`src/rtl/mem_arbiter_pkg.sv`:
```
// Shared constants and types for the I/D-cache main-memory arbiter.
package mem_arbiter_pkg;

    localparam int ADDR_W_DEF = 28;
    localparam int DATA_W_DEF = 128;

    localparam logic REQ_I = 1'b0;
    localparam logic REQ_D = 1'b1;

    typedef enum logic [2:0] {
        ST_IDLE   = 3'd0,
        ST_BUSY_I = 3'd1,
        ST_BUSY_D = 3'd2,
        ST_DONE_I = 3'd3,
        ST_DONE_D = 3'd4
    } arb_state_t;

endpackage

```
`src/rtl/mem_arbiter_rr_pick2.sv`:
```
// Two-way round-robin chooser: on a tie the requester not served last wins.
module rr_pick2
    import mem_arbiter_pkg::*;
(
    input  logic req_i,
    input  logic req_d,
    input  logic last_grant,
    output logic grant_valid,
    output logic grant_id
);

    always_comb begin
        grant_valid = req_i | req_d;
        if (req_i && req_d) grant_id = (last_grant == REQ_I) ? REQ_D : REQ_I;
        else                grant_id = req_d ? REQ_D : REQ_I;
    end

endmodule

```
`src/rtl/mem_arbiter.sv`:
```
// Arbitrates the I-cache and D-cache memory ports onto one memory port;
// the winning request is latched and replayed until memory acknowledges.
module mem_arbiter
    import mem_arbiter_pkg::*;
#(
    parameter int ADDR_W = ADDR_W_DEF,
    parameter int DATA_W = DATA_W_DEF
) (
    input  logic              i_clk,
    input  logic              rst,
    input  logic              i_mem_read,
    input  logic              i_mem_write,
    input  logic [ADDR_W-1:0] i_mem_addr,
    input  logic [DATA_W-1:0] i_mem_wdata,
    output logic [DATA_W-1:0] i_mem_rdata,
    output logic              i_mem_ready,
    input  logic              d_mem_read,
    input  logic              d_mem_write,
    input  logic [ADDR_W-1:0] d_mem_addr,
    input  logic [DATA_W-1:0] d_mem_wdata,
    output logic [DATA_W-1:0] d_mem_rdata,
    output logic              d_mem_ready,
    output logic              mem_read,
    output logic              mem_write,
    output logic [ADDR_W-1:0] mem_addr,
    output logic [DATA_W-1:0] mem_wdata,
    input  logic [DATA_W-1:0] mem_rdata,
    input  logic              mem_ready
);

    arb_state_t        state_q, state_d;
    logic              last_q, last_d;
    logic              wr_q;
    logic [ADDR_W-1:0] addr_q;
    logic [DATA_W-1:0] wdata_q;
    logic [DATA_W-1:0] rbuf_i_q, rbuf_d_q;

    logic              load;
    logic              cap_i, cap_d;
    logic              pick_valid, pick_id;

    rr_pick2 u_pick (
        .req_i       (i_mem_read | i_mem_write),
        .req_d       (d_mem_read | d_mem_write),
        .last_grant  (last_q),
        .grant_valid (pick_valid),
        .grant_id    (pick_id)
    );

    always_ff @(posedge i_clk) begin
        if (rst) begin
            state_q  <= ST_IDLE;
            last_q   <= REQ_I;
            wr_q     <= 1'b0;
            addr_q   <= '0;
            wdata_q  <= '0;
            rbuf_i_q <= '0;
            rbuf_d_q <= '0;
        end else begin
            state_q <= state_d;
            last_q  <= last_d;
            // write wins over read when a cache raises both
            if (load) begin
                wr_q    <= (pick_id == REQ_D) ? d_mem_write : i_mem_write;
                addr_q  <= (pick_id == REQ_D) ? d_mem_addr  : i_mem_addr;
                wdata_q <= (pick_id == REQ_D) ? d_mem_wdata : i_mem_wdata;
            end
            if (cap_i) rbuf_i_q <= mem_rdata;
            if (cap_d) rbuf_d_q <= mem_rdata;
        end
    end

    always_comb begin
        state_d = state_q;
        last_d  = last_q;
        load    = 1'b0;
        cap_i   = 1'b0;
        cap_d   = 1'b0;
        case (state_q)
            ST_IDLE: begin
                if (pick_valid) begin
                    load    = 1'b1;
                    state_d = (pick_id == REQ_D) ? ST_BUSY_D : ST_BUSY_I;
                end
            end
            ST_BUSY_I: begin
                if (mem_ready) begin
                    cap_i   = 1'b1;
                    last_d  = REQ_I;
                    state_d = ST_DONE_I;
                end
            end
            ST_BUSY_D: begin
                if (mem_ready) begin
                    cap_d   = 1'b1;
                    last_d  = REQ_D;
                    state_d = ST_DONE_D;
                end
            end
            ST_DONE_I, ST_DONE_D: state_d = ST_IDLE;
            default:              state_d = ST_IDLE;
        endcase
    end

    always_comb begin
        mem_read    = 1'b0;
        mem_write   = 1'b0;
        i_mem_ready = 1'b0;
        d_mem_ready = 1'b0;
        case (state_q)
            ST_BUSY_I, ST_BUSY_D: begin
                mem_read  = ~wr_q;
                mem_write = wr_q;
            end
            ST_DONE_I: i_mem_ready = 1'b1;
            ST_DONE_D: d_mem_ready = 1'b1;
            default: ;
        endcase
    end

    assign mem_addr    = addr_q;
    assign mem_wdata   = wdata_q;
    assign i_mem_rdata = rbuf_i_q;
    assign d_mem_rdata = rbuf_d_q;

endmodule
```
`config.mk`:
```
export PLATFORM = sky130hd
export DESIGN_NAME = mem_arbiter
export DESIGN_NICKNAME = d
export VERILOG_FILES = /design/src/rtl/mem_arbiter_pkg.sv /design/src/rtl/mem_arbiter_rr_pick2.sv /design/src/rtl/mem_arbiter.sv
export SDC_FILE = /design/constraint.sdc
export NUM_CORES = 1
export LEC_CHECK = 0
export CORE_AREA = 8 8 330 332
export DETAILED_ROUTE_END_ITERATION = 7
export DIE_AREA = 0 0 338 340
export PLACE_DENSITY = 0.44
export SLEW_MARGIN = 15
export SYNTH_ARGS = -nofsm -noshare
export SYNTH_HDL_FRONTEND = slang
export SYNTH_SLANG_ARGS = --single-unit
```
`constraint.sdc`:
```
create_clock -name i_clk -period 2.25 [get_ports i_clk]
set_input_delay 0.45 -clock i_clk [delete_from_list [all_inputs] [get_ports i_clk]]
set_output_delay 0.45 -clock i_clk [all_outputs]
set_load 0.02 [all_outputs]
```
==> impl_metrics.json, run 1 <==
{
  "arrival_ns": 1.74,
  "drt_first_pass_iters": 5,
  "setup-tns-final_ns": 0,
  "cts_buffers": 55,
  "grt_util_all_layers": 0.162,
  "cts.sink_count": 417,
  "crit_chain": "clkdlybuf4s50_1",
  "drtIter0Drc": 917,
  "critPathMaxFanout": 2,
  "cts_tree": "built",
  "io_pins": 863,
  "core-area_um2": 104000,
  "clock_path_buffers": 3,
  "grt-ovfl-total": 0,
  "drive_gt1_frac": 0.133,
  "start_util": 0.170,
  "routed_wl_mm": 99.5,
  "synth_nets": 2517,
  "hold_ws_ns": 0.291,
  "timing.max_cap.violations": 0,
  "hold_viol": 0,
  "post_cts_resized": 26,
  "skew_ns": 0.0301,
  "crit_family": "buffers and inverters",
  "status": "completed",
  "max_freq_mhz": 456,
  "dieWidth_um": 338,
  "dieArea_um2": 115000,
  "wl_per_cell_um": 22.8,
  "ys_seq_area_frac": 0.472,
  "grt_antenna_before_repair": 20,
  "rsz0062_at_grt": "false",
  "grt_pass1_vias": 19000,
  "synthDistinctLibCells": 30,
  "yosys_most_used_dff": "dfxtp_1",
  "syn_to_final_growth_pct": 75.0,
  "busiest_layer": "met2",
  "antenna_left": 0,
  "ir_worst_vdd_mv": 0.454,
  "drc": 0,
  "slew_violations": 0,
  "row_count": 119,
  "post-route-period-util": 0.974,
  "fin_crit_ns": 2.19,
  "clk_latency_ns": 0.63,
  "io_buffers": 862,
  "grt_pass1_wl_mm": 139,
  "synth_edf_count": 0,
  "htreeDepth": 2,
  "tightest_slew_ns": 0.611,
  "syn_area_per_cell_um2": 8.54,
  "setup_viol": 0,
  "hold_buffers": 0,
  "fillerInstances": 11000,
  "end_kind": "output pin",
  "dr_total_vias": 18700,
  "slew_headroom": 0.592,
  "synth_area_um2": 17700,
  "cts_root_buf": "clkbuf_16",
  "path_clk_slew_ns": 0.06,
  "ys_ff_latch": 417,
  "postCtsSetupBuffers": 0,
  "final_cell_mix": "clkdlybuf4s50_1 (832), nand2_1 (512), dfxtp_1 (416), a21oi_1 (415), o21ai_0 (158)",
  "r2r_slack_ns": 0.31,
  "vias_per_cell": 4.28,
  "synth_cells": 2070,
  "place_hpwl_mm": 78.0,
  "multi_input_area_um2": 8450,
  "required_ns": 1.80,
  "p_leak_nw": 10.5,
  "hp-class": "input pin to flip-flop",
  "async_flop_share": 0,
  "power_mw": 24.9,
  "grt_use_met3": 0.0583,
  "crit_type": "flip-flop to output pin",
  "slowest_delay_ns": 0.68,
  "yosys_warnings": 0,
  "final_common_cell": "clkdlybuf4s50_1",
  "seqCellArea_um2": 8350,
  "die_h_um": 340,
  "path_buf_inv": 1,
  "place_congestion": 0.801,
  "cp_slowest_cell": "clkdlybuf4s50_1",
  "use_met1": 0.190,
  "startpoint_type": "flip-flop",
  "cellPowerDensity_nw_per_um2": 806,
  "grt_use_met2": 0.282,
  "final_util": 0.297,
  "finalNetCount": 3365,
  "grt_max_degree": 85
}
## per-stage QoR
stage | cells | setup slack (ns) | area, µm²
finish | 4355 | 0.0582 | 30900
global route | 4352 | 0.00679 | 30900
CTS | 4351 | 0.00535 | 30900
detailed placement | 4252 | -0.171 | 29000
global placement | 4252 | -0.181 | 29000
floorplan | 2070 | 0.334 | 17700
## logic make-up (layout without fill, tap and decap cells)
logic type	count (synthesis)	count (layout)	synth area share
xor+xnor	1	1	0.000496
other cells	0	4	0
simple gates	687	687	0.183
flops	417	417	0.472
buf+inv	228	1118	0.0558
compound gates	737	737	0.289
## state kept, by name (all words and copies together) (netlist names)
name,count
mem_wdata,128
i_mem_rdata,128
last_q,1
state_q,3
d_mem_rdata,128
wr_q,1
mem_addr,28
## layer usage
| metal | vias up | routed length (µm) |
|---|---|---|
| met3 | 116 | 9020 |
| met5 | - | 76 |
| met1 | 8856 | 39900 |
| li1 | 9028 | - |
| met2 | 644 | 48400 |
| met4 | 12 | 2100 |
## synth_stat cells, types with 5 or more instances
cell type | instances | area share
nor2_1 | 5 | 0.0011
nand2_1 | 512 | 0.11
buf_1 | 9 | 0.0019
o21ai_0 | 159 | 0.045
dfxtp_1 | 417 | 0.47
a21oi_1 | 415 | 0.12
clkbuf_1 | 188 | 0.040
buf_6 | 15 | 0.0096
nand3b_1 | 156 | 0.066
buf_2 | 14 | 0.0040
a311oi_1 | 27 | 0.013
a311oi_2 | 129 | 0.11
## path summary, 6_finish.rpt
kind                   start              end  cells past startpoint
min                      rst  i_mem_rdata[26]                      2
max reg2reg       state_q[2]    mem_wdata[83]                      5
max           mem_wdata[123]   mem_wdata[123]                      1
min reg2reg  d_mem_rdata[88]  d_mem_rdata[88]                      2
## report_power, final
| part | internal [mW] | switching [mW] |
|---|---|---|
| clock network | 5.94 | 3.65 |
| registers | 8.08 | 0.467 |
| logic | 3.13 | 3.66 |
## layout make-up
type / instances / area share
Tap cell: 1391 / 0.0563
Timing Repair Buffer: 1017 / 0.337
Antenna cell: 4 / 0.000324
Clock inverter: 20 / 0.0117
Multi-Input combinational cell: 1425 / 0.273
Clock buffer: 79 / 0.0516
Sequential cell: 417 / 0.270
Inverter: 2 / 0.000243
No activity file was read; power rests on OpenSTA's default activity.
==> run 2: changes to the inputs <==
Settings changed: SLEW_MARGIN 15 to 40.
==> results of run 2 <==
No change in the layout: final DEF, timing and power equal those of run 1.
